===== config.mk =====
export PLATFORM = sky130hd
export DESIGN_NAME = pkt_uart_tx
export DESIGN_NICKNAME = d
export VERILOG_FILES = /design/src/rtl/pkt_uart_tx_pkg.sv /design/src/rtl/pkt_uart_tx_baud.sv /design/src/rtl/pkt_uart_tx.sv
export SDC_FILE = /design/constraint.sdc
export NUM_CORES = 1
export LEC_CHECK = 0
export BUFFER_PORTS_ARGS = -buffer_cell sky130_fd_sc_hd__buf_2
export CAP_MARGIN = 15
export CORE_AREA = 2 2 124 187
export CTS_CLUSTER_SIZE = 30
export DETAILED_ROUTE_END_ITERATION = 8
export DIE_AREA = 0 0 126 189
export GPL_TIMING_DRIVEN = 0
export PLACE_DENSITY = 0.67
export SLEW_MARGIN = 25
export SYNTH_ARGS = -nofsm -noshare
export SYNTH_HDL_FRONTEND = slang
export SYNTH_SLANG_ARGS = --single-unit

===== constraint.sdc =====
create_clock -name clk -period 9 [get_ports clk]
set_input_delay 0.9 -clock clk [delete_from_list [all_inputs] [get_ports clk]]
set_output_delay 0.9 -clock clk [all_outputs]
set_load 0.01 [all_outputs]

===== src/rtl/pkt_uart_tx_pkg.sv =====
// Shared constants and FSM encoding for the LiDAR packet UART transmitter.
package pkt_uart_tx_pkg;

  localparam logic [15:0] PKT_HEADER = 16'h542C;
  localparam int          PKT_BYTES  = 23;
  localparam int          PKT_BITS   = 184;
  localparam int          BAUD_CNT_W = 16;

  typedef enum logic [1:0] {
    ST_IDLE  = 2'd0,
    ST_START = 2'd1,
    ST_DATA  = 2'd2,
    ST_STOP  = 2'd3
  } state_t;

endpackage


===== src/rtl/pkt_uart_tx_baud.sv =====
// Bit-period counter: bit_end pulses on the last cycle of every UART bit.
module baud_tick_gen
  import pkt_uart_tx_pkg::*;
#(
  parameter int CLKS_PER_BIT = 868
) (
  input  logic clk,
  input  logic reset,
  input  logic clear,
  output logic bit_end
);

  localparam logic [BAUD_CNT_W-1:0] LAST = BAUD_CNT_W'(CLKS_PER_BIT - 1);

  logic [BAUD_CNT_W-1:0] cnt;

  always_ff @(posedge clk or posedge reset) begin
    if (reset)
      cnt <= '0;
    else if (clear || cnt == LAST)
      cnt <= '0;
    else
      cnt <= cnt + 1'b1;
  end

  assign bit_end = (cnt == LAST) && !clear;

endmodule


===== src/rtl/pkt_uart_tx.sv =====
// Captures a 184-bit LiDAR packet on a synchronized pkt_valid edge and
// streams it MSB byte first as 8N1 UART frames.
module pkt_uart_tx
  import pkt_uart_tx_pkg::*;
#(
  parameter int CLKS_PER_BIT = 868
) (
  input  logic         clk,
  input  logic         reset,
  input  logic         pkt_valid,
  input  logic [183:0] pkt_data,
  output logic         tx,
  output logic         busy,
  output logic         done,
  output logic         hdr_err,
  output logic [7:0]   drop_cnt
);

  localparam logic [4:0] LAST_BYTE = 5'(PKT_BYTES - 1);

  function automatic logic [7:0] sat_inc8(input logic [7:0] v);
    return (v == 8'hFF) ? v : v + 8'd1;
  endfunction

  state_t                state, state_nxt;
  logic                  sync_p0, sync_p1, sync_d;
  logic [1:0]            fill;
  logic                  armed;
  logic                  pkt_evt, idle_free, hdr_ok, accept, last_stop, bit_end;
  logic [2:0]            bit_idx;
  logic [4:0]            byte_idx;
  logic [PKT_BITS-1:0]   buffer;
  logic [7:0]            cur_byte;

  // Synchronizer and edge detect; armed blocks events until a low level has
  // been seen after reset, so a pkt_valid held high across reset is ignored.
  always_ff @(posedge clk or posedge reset) begin
    if (reset) begin
      sync_p0 <= 1'b0;
      sync_p1 <= 1'b0;
      sync_d  <= 1'b0;
      fill    <= 2'b00;
      armed   <= 1'b0;
    end else begin
      sync_p0 <= pkt_valid;
      sync_p1 <= sync_p0;
      sync_d  <= sync_p1;
      fill    <= {fill[0], 1'b1};
      armed   <= armed | (fill[1] & ~sync_p1);
    end
  end

  assign pkt_evt   = sync_p1 & ~sync_d & armed;
  assign idle_free = (state == ST_IDLE) && !done;
  assign hdr_ok    = (pkt_data[PKT_BITS-1 -: 16] == PKT_HEADER);
  assign accept    = pkt_evt && idle_free && hdr_ok;
  assign last_stop = (state == ST_STOP) && bit_end && (byte_idx == LAST_BYTE);

  baud_tick_gen #(.CLKS_PER_BIT(CLKS_PER_BIT)) u_baud (
    .clk     (clk),
    .reset   (reset),
    .clear   (state == ST_IDLE),
    .bit_end (bit_end)
  );

  always_ff @(posedge clk or posedge reset) begin
    if (reset) state <= ST_IDLE;
    else       state <= state_nxt;
  end

  always_comb begin
    state_nxt = state;
    case (state)
      ST_IDLE:  if (accept) state_nxt = ST_START;
      ST_START: if (bit_end) state_nxt = ST_DATA;
      ST_DATA:  if (bit_end && bit_idx == 3'd7) state_nxt = ST_STOP;
      ST_STOP:  if (bit_end) state_nxt = (byte_idx < LAST_BYTE) ? ST_START : ST_IDLE;
      default:  state_nxt = ST_IDLE;
    endcase
  end

  assign cur_byte = buffer[PKT_BITS-1 -: 8];

  always_comb begin
    tx   = 1'b1;
    busy = (state != ST_IDLE);
    case (state)
      ST_START: tx = 1'b0;
      ST_DATA:  tx = cur_byte[bit_idx];
      default:  tx = 1'b1;
    endcase
  end

  // Buffer shifts one byte left after each stop bit so the next byte is on top.
  always_ff @(posedge clk or posedge reset) begin
    if (reset) begin
      buffer   <= '0;
      bit_idx  <= '0;
      byte_idx <= '0;
      done     <= 1'b0;
      hdr_err  <= 1'b0;
      drop_cnt <= '0;
    end else begin
      done    <= last_stop;
      hdr_err <= pkt_evt && idle_free && !hdr_ok;
      if (pkt_evt && !idle_free)
        drop_cnt <= sat_inc8(drop_cnt);
      if (accept) begin
        buffer   <= pkt_data;
        bit_idx  <= '0;
        byte_idx <= '0;
      end else if (bit_end) begin
        case (state)
          ST_DATA: bit_idx <= (bit_idx == 3'd7) ? 3'd0 : bit_idx + 3'd1;
          ST_STOP: begin
            buffer   <= {buffer[PKT_BITS-9:0], 8'h00};
            byte_idx <= (byte_idx == LAST_BYTE) ? 5'd0 : byte_idx + 5'd1;
          end
          default: ;
        endcase
      end
    end
  end

endmodule


After elaboration in Yosys (flattened, before gate mapping)
Index checks and enable logic that the tools add are counted.
Word-level totals
  word-level logic and storage cells: 82
  output and inout bits: 12
  input port bits: 187
  register bits after elaboration: 226
Operators by class
  add/subtract/negate cells: 4
  order comparisons: 2
  reduce and logical (&&, ||, !) cells: 23
  muxes and demuxes: 21
  equality and inequality tests: 12
  bitwise gates (word level): 7
Operator list (number)
  184-bit two-way mux: 3
  5-bit two-way mux: 4
  16-bit by 1-bit adder with 16-bit output (second input constant): 1
  16-bit by 10-bit == test with 1-bit output (second input constant): 1
  16-bit by 15-bit == test with 1-bit output (second input constant): 1
  16-bit two-way mux: 1
  3-bit two-way mux: 4
  1-bit logical AND: 9
  8-bit by 1-bit adder with 8-bit output (second input constant): 1
  8-bit == test (second input constant): 1
  2-bit two-way mux: 4
  2-bit inequality test (second input constant): 4
  2-bit case mux with 4 select lines: 1
  2-bit nonzero test: 4
  2-bit AND reduction: 3
  5-bit by 1-bit adder with 5-bit output (second input constant): 1
  5-bit == test (second input constant): 1
  5-bit < comparator (second input constant): 1
  2-bit == test (second input constant): 2
  1-bit logical NOT: 4
  3-bit by 4-bit < comparator with 1-bit output (second input constant): 1
  4-bit AND reduction: 1
  3-bit by 1-bit adder with 3-bit output (second input constant): 1
  1-bit bitwise AND: 3
  other kinds (9): 12

Depth between registers and ports, before layout
Gate-level depths: netlist of the first run.
  depth after elaboration: 7
  depth in mapped cells: 11
  gate-level depth less buffers: 7

Hierarchy
From an unflattened synthesis of the first run, not the netlist that was laid out.
Second synthesis, totals
  cell total of the unflattened synthesis: 1177
  area total of the unflattened synthesis: 11632.4 um2
By module, submodules not included
  pkt_uart_tx: sequential area each 5255.0 um2, cells an instance 1093, area each 10801.6 um2, instances 1
  baud_tick_gen: sequential area each 400.4 um2, cells an instance 84, area each 830.8 um2, instances 1

Worst setup path after synthesis of the first run
OpenSTA, ideal clock, no wires.
  kind: input to register
  start point: in pkt_data[176]
  end point: reg state[1]
  slack: 6.664 ns
  library setup time: 0.128 ns
  arrival: 2.209 ns
  stages: 5
  buffers on the path: 0
  data required time: 8.872 ns
  cells stage by stage: nor4b_1 and4_1 nand2b_4 a221o_1 mux2_1
Between the ends
  cells in the longest elaborated chain, start to end: 4
RTL lines
  start: declaration: line pkt_uart_tx.sv:11  | input logic [183:0] pkt_data,
  16-bit by 15-bit == test with 1-bit output: line pkt_uart_tx.sv:55  | assign hdr_ok = (pkt_data[PKT_BITS-1 -: 16] == PKT_HEADER);
  1-bit logical AND: line pkt_uart_tx.sv:56  | assign accept = pkt_evt && idle_free && hdr_ok;
  2-bit inequality test (no line)
  4-bit AND reduction (no line)
  end signal: assignment: line pkt_uart_tx.sv:68  | else state <= state_nxt;
  end: declaration: line pkt_uart_tx.sv:25  | state_t state, state_nxt;
No other way between the ends.
A chain may end at the register's enable or synchronous reset.

Worst setup path in the final report of the first run
  start point: reg bit_idx[0]
  end point: out tx
Between the ends
  cells in the longest elaborated chain, start to end: 3
RTL lines
  start: declaration: line pkt_uart_tx.sv:30  | logic [2:0] bit_idx;
  start signal: assignment: line pkt_uart_tx.sv:114  | ST_DATA: bit_idx <= (bit_idx == 3'd7) ? 3'd0 : bit_idx + 3'd1;
  1-bit binary-select mux with 3-bit select: line pkt_uart_tx.sv:89  | ST_DATA: tx = cur_byte[bit_idx];
  1-bit two-way mux (not written as such): line pkt_uart_tx.sv:89
  1-bit case mux with 2 select lines: line pkt_uart_tx.sv:87  | case (state)
  end: declaration: line pkt_uart_tx.sv:12  | output logic tx,
No other way between the ends. The select of a mux whose other input is x is not followed.

==> results.txt, run 1 <==
CP max-delay cell: mux4_2
starting density of the core: 0.444
Max Fclk: 358 MHz
worst-case clock buffer depth: 3
Yosys top cell area share: 0.575
Synthesized Nets: 1183
Pleak: 6.39 nW
flops & latches, synth: 226
gpl congestion: 0.833
Syn Inst Count: 985
Slew headroom: 0.575
Worst Slack Setup Final: 6200 ps
# rows: 67
Yosys warnings: 0
WP data arrival: 1900 ps
global-route wire length before repair: 42500 um
Sw Pwr: 0.466 mW
cts hold-fix bufs: 0
Avg Cell Area, Syn: 9.98 sq um
DR iter-0 viols: 491
via count: 8029
worst clock skew: 10.7 ps
Max Slew Vio Count: 0
Critical Path RT: 8100 ps
largest net degree at the start of global routing: 95
GRT overflow: 0
CTS Sinks: 226
Cell Area, Synth: 0.00983 sq mm
Worst-path clk slew: 60 ps
CTS tree: yes
Buffers on Ports: 198
H-tree depth: 1
core area: 0.0221 sq mm
RSZ-0062 raised after global routing: false
antenna violations before repair: 9
Vias/cell: 5.33
vias in the first global route: 8149
DRC: 0
Clock power frac: 0.444
worst-skew pair later-pin latency: 500 ps
post_cts resized: 0
slowest stage delay, CP: 520 ps
asr flop ratio synth: 1.00
Wirelength per Cell: 17.5 um
clk root buf: clkbuf_16
iteration count of the initial detailed-routing pass: 5
Final Hold Violating Endpoints: 0
Fin Setup TNS: 0 ps
CP dominant cell by count: mux2i_1
Post-synth EDFFs: 0
CP max FO: 5
die span in y: 189 um
sw frac: 0.224
CP Capture Type: primary output
NumNets Final: 1408
Crit Path Category: register to primary output
Setup WS pre-CTS: 6160 ps
register area share after synthesis: 0.575
ANT nets after route: 0
Global Route Usage Sum: 0.221
post-synth top area cell: dfrtp_1
sequential share of power: 0.502
library cells used by synthesis: 48
crit start category: register
Worst-Margin Slew: 632 ps
DIE WIDTH: 126 um
internal power: 1.62 mW
synth-to-layout area growth: 21.6%
setup bufs post-CTS: 0
most area-consuming cells after synthesis: dfrtp_1 58%, nand2_1 14%, a22oi_1 12%
number of max-capacitance violations reported: 0
status: complete, no violations
Power Dens Cells: 174 mW/mm^2
Hold/Removal Path Class: register to register
detailed placer's ending HPWL: 19200 um
crit-path cells: mux4_2 -> mux2i_1 -> mux2i_1 -> buf_2
final setup vio count: 0
Main synth FF type: dfrtp_1
layout cells sized above 1: 0.240
Max VDD drop: 0.136 mV
Combinational Power Share: 0.053
cts bufs inserted: 23
area of the die: 0.0238 sq mm
Period minus WS final: 2800 ps
Post-Route WL: 26400 um
period utilisation layout: 0.311
io pins: 199
==> power groups by stage <==
stage          clock network, mW  logic [mW]  registers [mW]
6_report                   0.925       0.111            1.05
3_3_place_gp                   0       0.108            1.06
2_1_floorplan                  0      0.0353            1.07
4_1_cts                    0.944       0.114            1.05
3_5_place_dp                   0       0.114            1.06
5_1_grt                    0.983       0.123            1.05
==> per-layer routing <==
metal,GRT usage,share of wire
met3,0.0466,0.061
met1,0.270,0.39
met5,0,0.0014
met2,0.388,0.51
met4,0.0761,0.033
==> final timing paths <==
path	end	start	depth (start not counted)	slack, ps
max	tx	bit_idx[0]	4	6200
min	fill[1]	fill[0]	0	350
max reg2reg	buffer[150]	state[0]	10	6350
min reg2reg	fill[1]	fill[0]	0	350
max in group asynchronous	buffer[107]	reset	3	7790
min in group asynchronous	sync_p1	reset	2	400
==> cells in the mapped netlist (2+ instances only) <==
cell type  count
ha_1          11
a22oi_1      160
or3_1          2
xor2_1        12
and3_1         4
buf_6         12
nor3_1         3
clkbuf_1      10
mux4_2         2
a2bb2oi_1      3
nand3b_1       2
xnor2_1        8
nand2_1      357
mux2i_1        4
nor4bb_1       3
nand3_1       14
nand4_1        4
buf_4          4
and2_1         3
inv_1         15
a31oi_1        3
a22o_1        11
nor4_1         4
o21ai_0        5
nor4b_1        2
dfrtp_1      226
a21oi_1       14
and4_1         2
nor2_1        29
buf_2         37
a21o_1         2
==> flip-flops by register name, indices dropped and copies added (netlist names) <==
register and count:
drop_cnt 8, buffer 184, fill 2, sync_p1 1
hdr_err 1, byte_idx 5, sync_d 1, state 2
bit_idx 3, sync_p0 1, armed 1, u_baud.cnt 16
done 1
==> critical path, delay by kind of cell (launching register included) <==
| family | cells | cell delay, ps |
|---|---|---|
| buffers and inverters | 1 | 140 |
| flip-flops | 1 | 460 |
| multiplexers | 3 | 810 |
==> cells in the final DEF, fill, tap and decap left out, types with 11 or more instances in the layout <==
cell type and count:
a22oi_1 160, a22o_1 11, nand2_1 357, dfrtp_1 226, inv_1 14, nand3_1 14
buf_2 235, a21oi_1 14, ha_1 11, clkbuf_16 23, xor2_1 12, nor2_1 29
buf_6 12, clkbuf_1 19
==> layout make-up <==
type,count,area (sq um)
Fill cell,2044,10200
Sequential cell,226,5660
Multi-Input combinational cell,681,3730
Timing Repair Buffer,200,1050
Clock buffer,36,664
Buffer,63,388
Tap cell,276,345
Inverter,15,63.8
Clock inverter,4,50.0
Antenna cell,5,12.5
==> stage by stage <==
step	power, mW	util	cell area (sq um)	instances	hold WS [ps]
floorplan	1.10	-	9830	985	331
global placement	1.17	0.505	11200	1459	332
detailed placement	1.18	0.508	11200	1461	336
CTS	2.10	0.540	11900	1501	351
global route	2.15	0.540	12000	1504	358
finish	2.08	0.540	12000	1506	350
==> cells by family after synthesis <==
| group | Yosys count | synth area share |
|---|---|---|
| buffers and inverters | 78 | 0.0452 |
| muxes | 8 | 0.0109 |
| DFF | 226 | 0.575 |
| xor gates and xnor gates | 20 | 0.0178 |
| other | 1 | 0.000381 |
| AOI/OAI and AO/OA | 204 | 0.154 |
| adders and majority gates | 11 | 0.0140 |
| and+or+nand+nor | 437 | 0.183 |
No activity file was read; power rests on OpenSTA's default activity.
==> inputs of run 2 (changes only) <==
--- a/config.mk
+++ b/config.mk
@@ -12,7 +12,7 @@
 export DETAILED_ROUTE_END_ITERATION = 8
 export DIE_AREA = 0 0 126 189
 export GPL_TIMING_DRIVEN = 0
-export PLACE_DENSITY = 0.67
+export PLACE_DENSITY = 0.69
 export SLEW_MARGIN = 25
 export SYNTH_ARGS = -nofsm -noshare
 export SYNTH_HDL_FRONTEND = slang
==> constraint.sdc (replaced) <==
create_clock -name clk -period 2.4 [get_ports clk]
set_input_delay 0.24 -clock clk [delete_from_list [all_inputs] [get_ports clk]]
set_output_delay 0.24 -clock clk [all_outputs]
set_load 0.01 [all_outputs]
==> run 2 against run 1 <==
The run now ends with hold timing left; power grew to 4.1 times the previous value; core utilization is 8.2 points higher; clock power grew to 4.3 times the previous value; hold slack worse by 350 ps; via count rose by 13%; clock skew rose by 4.0 ps; flip-flop and latch count is the same; critical path depth increased by 7; worst setup slack got worse by 6200 ps; non-clock buffer count up 157; critical endpoint is now buffer[92]; largest power group is now the clock network.
==> results.txt, run 2 (synthesized netlist as in run 1, its figures left out) <==
most common cell after layout, fill and taps aside: nand2_1
CTS Sinks: 226
global-route wire length before repair: 47500 um
Vias/cell: 5.43
Pleak: 7.17 nW
NumNets Final: 1566
area of the die: 0.0238 sq mm
largest net degree at the start of global routing: 33
Worst Slack Setup Final: 38.1 ps
WP data arrival: 2750 ps
io pins: 199
crit-path cells: inv_2 -> ha_4 -> and4b_1 -> and4_1 -> buf_4 -> and2_1 -> buf_4 -> buf_6 -> buf_6 -> a22oi_1 -> nand2_1
Critical Path RT: 2790 ps
Clock power frac: 0.463
# rows: 67
Setup WS pre-CTS: -203 ps
internal power: 6.61 mW
Reg2Reg Capture Point: buffer[92]
sw frac: 0.224
Sw Pwr: 1.90 mW
Top reg by flops: buffer
sequential share of power: 0.461
Worst R2R Start: state[0]
Power Dens Cells: 618 mW/mm^2
Setup crit start: state[0]
DRC: 0
DR iter-0 viols: 511
crit start category: register
number of max-capacitance violations reported: 0
Fillers: 1815
post-layout util: 0.623
crit path to: buffer[92]
Crit Path Category: register to register
status: finished with violations
worst-case clock buffer depth: 3
max reg flops: 184
CP Capture Type: register
worst clock skew: 14.7 ps
starting density of the core: 0.444
Combinational Power Share: 0.076
Max VDD drop: 0.585 mV
Cells after DPL: 1466
Max Slew Vio Count: 0
H-tree depth: 1
Wirelength per Cell: 18.2 um
Cell Count, Final, Fillers Out: 1663
core area: 0.0221 sq mm
clk root buf: clkbuf_16
Final Hold Violating Endpoints: 1
antenna violations before repair: 1
DIE WIDTH: 126 um
Post-Route WL: 30300 um
worst-skew pair later-pin latency: 510 ps
Slew headroom: 0.560
synth-to-layout area growth: 40.1%
vias in the first global route: 9576
GRT overflow: 0
Period minus WS final: 2360 ps
R2R cell count: 11
most frequent cells in the layout: 357 x nand2_1, 231 x buf_2, 225 x dfrtp_1
layout cells sized above 1: 0.243
Reg2Reg Setup Slack: 40 ps
final setup vio count: 0
Fin Setup TNS: 0 ps
gpl congestion: 0.838
iteration count of the initial detailed-routing pass: 5
Levels on crit path: 11
CP max-delay cell: dfrtp_1
failing checks: hold timing
CP max FO: 10
Regs by FF count: buffer: 184 flops, u_baud.cnt: 16 flops, drop_cnt: 8 flops
Global Route Usage Sum: 0.247
Buffers on Ports: 198
Worst-Margin Slew: 653 ps
Hold/Removal Path Class: input port to register
cts bufs inserted: 24
hold slack: -3.10 ps
slowest stage delay, CP: 420 ps
buffers plus inverters on the worst setup path: 5
Worst-path clk slew: 70 ps
CTS tree: yes
via count: 9034
die span in y: 189 um
delay-heaviest family, CP: buffers and inverters
Max Fclk: 423 MHz
period utilisation layout: 0.984
detailed placer's ending HPWL: 19600 um
ANT nets after route: 0
run 2: cell types whose count changed in the layout (fill, tap and decap cells not counted), sizes merged:
cell | previous run | this run
clkinvlp | 2 | 1
inv | 15 | 14
clkbuf | 46 | 42
bufinv | 1 | 3
clkinv | 1 | 9
diode | 5 | 2
buf | 253 | 259
dlygate4sd3 | 0 | 150
run 2: area by class of cell:
class | instances | area (sq um) | share of cell area
repair buffers | 358 | 2660 | 0.193
clock inverters | 12 | 146 | 0.0106
flip-flops and latches | 226 | 5660 | 0.410
clock buffers | 31 | 698 | 0.0507
multi-input cells | 681 | 3810 | 0.277
plain buffers | 62 | 400 | 0.0291
diodes | 2 | 5.00 | 0.000363
inverters | 15 | 60.1 | 0.00436
well taps | 276 | 345 | 0.0251
run 2: repair_timing:
action	4_1_cts	5_1_grt
hold buffers	147	3
resized for setup	12	18
pin swaps	0	0
setup endpoints to repair	179	123
setup buffers	0	3
hold endpoints to repair	167	3
run 2: stage by stage:
stage          hold slack [ps]  area, sq um  power (mW)
2_1_floorplan              271         9840        4.14
3_3_place_gp               331        11200        4.40
3_5_place_dp               336        11300        4.44
4_1_cts                  0.306        13700        8.54
5_1_grt                   1.83        13800        8.75
6_report                 -3.10        13800        8.51
run 2: how the worst min path moves through the flow:
stage / startpoint / end / cells after the start / slack [ps]
after floorplan: pkt_valid / sync_p0 / 0 / 270
after CTS: pkt_data[69] / buffer[69] / 3 / 0.3
final: pkt_data[49] / buffer[49] / 3 / -3
after global placement: fill[0] / fill[1] / 0 / 330
after detailed placement: sync_p0 / sync_p1 / 0 / 340
after global routing: pkt_data[50] / buffer[50] / 3 / 2
run 2: per-layer routing:
layer | vias up | wire, um | track usage
met2 | 390 | 15800 | 0.444
met1 | 4356 | 11400 | 0.282
met5 | - | 0 | 0
li1 | 4167 | - | -
met3 | 121 | 1580 | 0.0390
met4 | 0 | 1520 | 0.123
run 2: power groups by stage:
| stage | logic [mW] | clock network [mW] | registers, mW |
|---|---|---|---|
| floorplan | 0.133 | 0 | 4.00 |
| global placement | 0.407 | 0 | 3.99 |
| detailed placement | 0.444 | 0 | 3.99 |
| CTS | 0.635 | 3.99 | 3.92 |
| global route | 0.700 | 4.12 | 3.93 |
| finish | 0.648 | 3.94 | 3.92 |
run 2: worst reg2reg max path, delay by kind of cell (launching register included):
family / cells / cell delay (ps)
buffers and inverters: 5 / 790
AOI/OAI and AO/OA: 1 / 190
and+or+nand+nor: 4 / 660
DFF: 1 / 420
adders and majority gates: 1 / 170
==> inputs of run 3 (changes only) <==
--- a/config.mk
+++ b/config.mk
@@ -7,13 +7,14 @@
 export LEC_CHECK = 0
 export BUFFER_PORTS_ARGS = -buffer_cell sky130_fd_sc_hd__buf_2
 export CAP_MARGIN = 15
-export CORE_AREA = 2 2 124 187
+export CORE_AREA = 2 2 135 202
 export CTS_CLUSTER_SIZE = 30
 export DETAILED_ROUTE_END_ITERATION = 8
-export DIE_AREA = 0 0 126 189
+export DIE_AREA = 0 0 137 204
 export GPL_TIMING_DRIVEN = 0
-export PLACE_DENSITY = 0.69
+export PLACE_DENSITY_LB_ADDON = 0.12
 export SLEW_MARGIN = 25
 export SYNTH_ARGS = -nofsm -noshare
 export SYNTH_HDL_FRONTEND = slang
+export SYNTH_HIERARCHICAL = 1
 export SYNTH_SLANG_ARGS = --single-unit
==> run 3 against run 2 <==
Fmax increased by 2.9%; largest cell class unchanged; first-iteration DRC count decreased by 30%; flip-flop and latch count unchanged; wire length decreased by 1.7%; synthesized area increased by 18%; die area increased by 17%; sequential share of layout area decreased by 5.4 points; sequential power about the same; the run now ends clean; global-route usage decreased by 2.9 points; non-clock buffer count increased by 25.
==> results.txt, run 3 <==
Max VDD drop: 0.453 mV
Max Fclk: 436 MHz
Commonest cells post-synth: 537 x nand2_1, 226 x dfrtp_1, 130 x mux2_4, 31 x mux2_1, 28 x clkbuf_1
Worst-path clk slew: 60 ps
antenna violations before repair: 0
CTS Sinks: 226
Global Route Usage Sum: 0.218
cts bufs inserted: 24
most common cell after layout, fill and taps aside: nand2_1
Yosys warnings: 6
layout cells sized above 1: 0.283
# rows: 73
WP data arrival: 2700 ps
NumNets Final: 1778
Power Dens Cells: 555 mW/mm^2
most frequent cell after synthesis: nand2_1
Slew headroom: 0.576
Hold/Removal Path Class: input port to async pin
sw frac: 0.229
Pleak: 8.69 nW
core area: 0.0263 sq mm
Regs by FF count: buffer: 184 flops, u_baud/cnt: 16 flops, drop_cnt: 8 flops
ANT nets after route: 0
Syn Inst Count: 1177
Crit Path Category: register to register
Worst-Margin Slew: 635 ps
Buffers on Ports: 198
CP Capture Type: register
Synthesized Nets: 1375
Wirelength per Cell: 15.4 um
CTS tree: yes
Period minus WS final: 2300 ps
die span in y: 204 um
slowest stage delay, CP: 440 ps
number of max-capacitance violations reported: 0
worst clock skew: 13.9 ps
post-synth top area cell: dfrtp_1
max reg flops: 184
asr flop ratio synth: 1.00
H-tree depth: 1
GRT overflow: 0
CP dominant cell by count: buf_6
register area share after synthesis: 0.486
most frequent cells in the layout: 537 x nand2_1, 226 x dfrtp_1, 223 x buf_2
crit start category: register
global-route wire length before repair: 49300 um
vias in the first global route: 10100
CP max-delay cell: dfrtp_1
Cell Area, Synth: 0.0116 sq mm
period utilisation layout: 0.957
largest net degree at the start of global routing: 31
Post-Route WL: 29800 um
flops & latches, synth: 226
status: complete, no violations
design area: 0.0159 sq mm
CP max FO: 10
DRC: 0
Sw Pwr: 2.02 mW
Post-synth EDFFs: 0
library cells used by synthesis: 50
Vias/cell: 4.80
Top reg by flops: buffer
io pins: 199
starting density of the core: 0.442
post-layout util: 0.603
n_diodes: 0
worst-skew pair later-pin latency: 520 ps
Max Slew Vio Count: 0
crit-path cells: inv_1 -> ha_4 -> nor2b_1 -> buf_2 -> nand3_2 -> buf_6 -> buf_6 -> mux2_4
Clock power frac: 0.459
DIE WIDTH: 137 um
internal power: 6.79 mW
gpl congestion: 0.799
Combinational Power Share: 0.100
Critical Path RT: 2800 ps
final setup vio count: 0
Main synth FF type: dfrtp_1
iteration count of the initial detailed-routing pass: 4
Post-DP Area: 0.0132 sq mm
most area-consuming cells after synthesis: dfrtp_1 49%, nand2_1 17%, mux2_4 17%
Yosys top cell area share: 0.486
detailed placer's ending HPWL: 21200 um
via count: 9283
sequential share of power: 0.441
Fin Setup TNS: 0 ps
area of the die: 0.0279 sq mm
Final Hold Violating Endpoints: 0
DR iter-0 viols: 360
Avg Cell Area, Syn: 9.88 sq um
worst-case clock buffer depth: 3
synth-to-layout area growth: 36.3%
clk root buf: clkbuf_16
[run 3: metal layers]
| metal | track usage | up-vias | share of wire |
|---|---|---|---|
| met5 | 0 | - | 0 |
| met4 | 0.0773 | 0 | 0.034 |
| met3 | 0.0303 | 62 | 0.041 |
| met2 | 0.407 | 199 | 0.52 |
| met1 | 0.249 | 4384 | 0.40 |
| li1 | - | 4638 | - |
[run 3: layout make-up]
cell class                 instances  area (sq um)
multi-input combinational        875          5570
clock buffer                      33           706
inverter                           8          33.8
sequential                       226          5660
clock inverter                     8           146
timing repair buffer             378          2860
fill                            2253         10400
buffer                            67           462
tap                              337           422
[run 3: repair_timing]
| action | in CTS | in global routing |
|---|---|---|
| endpoints found under the hold margin | 207 | 0 |
| hold buffers | 170 | 0 |
| gates resized for setup | 34 | 17 |
| endpoints found under the setup margin | 192 | 185 |
| pin swaps | 2 | 2 |
| setup buffers | 3 | 0 |
[run 3: per-stage QoR]
stage | cells | hold WS, ps | power, mW | worst slack (ps)
2_1_floorplan | 1177 | 154 | 4.26 | -568
3_3_place_gp | 1712 | 333 | 4.55 | -2180
3_5_place_dp | 1719 | 337 | 4.59 | -778
4_1_cts | 1932 | 334 | 8.91 | 17.3
5_1_grt | 1932 | 358 | 9.16 | -6.40
6_report | 1932 | 341 | 8.81 | 104
[run 3: worst paths after layout]
| path | startpoint | end | slack, ps | depth (start not counted) |
|---|---|---|---|---|
| worst max-delay path | state[0] | buffer[97] | 100 | 8 |
| worst min-delay path | reset | buffer[156] | 340 | 3 |
| worst max register to register | state[0] | buffer[97] | 100 | 8 |
| worst min register to register | fill[0] | fill[1] | 350 | 0 |
| max in group asynchronous | reset | buffer[54] | 640 | 8 |
| min in group clk | pkt_valid | sync_p0 | 350 | 2 |
[run 3: critical path, delay by kind of cell (launching register included)]
family | cells | cell delay (ps)
buffers and inverters | 4 | 820
DFF | 1 | 440
and+or+nand+nor | 2 | 380
muxes | 1 | 310
adders and majority gates | 1 | 230
[run 3: power by group through the flow]
stage               registers [mW]  logic (mW)  clock network (mW)
global route                  3.89       0.969                4.30
floorplan                     3.96       0.296                   0
CTS                           3.89       0.874                4.15
global placement              3.97       0.587                   0
finish                        3.89       0.879                4.04
detailed placement            3.97       0.624                   0
[run 3: kinds of logic (layout without fill, tap and decap cells)]
logic type,after synthesis,count (layout),synth area share
AOI/OAI and AO/OA,46,46,0.0232
xor gates and xnor gates,18,18,0.0136
adders and majority gates,11,11,0.0118
other,1,1,0.000322
buffers and inverters,76,494,0.0378
muxes,165,165,0.203
and+or+nand+nor,634,634,0.224
DFF,226,226,0.486
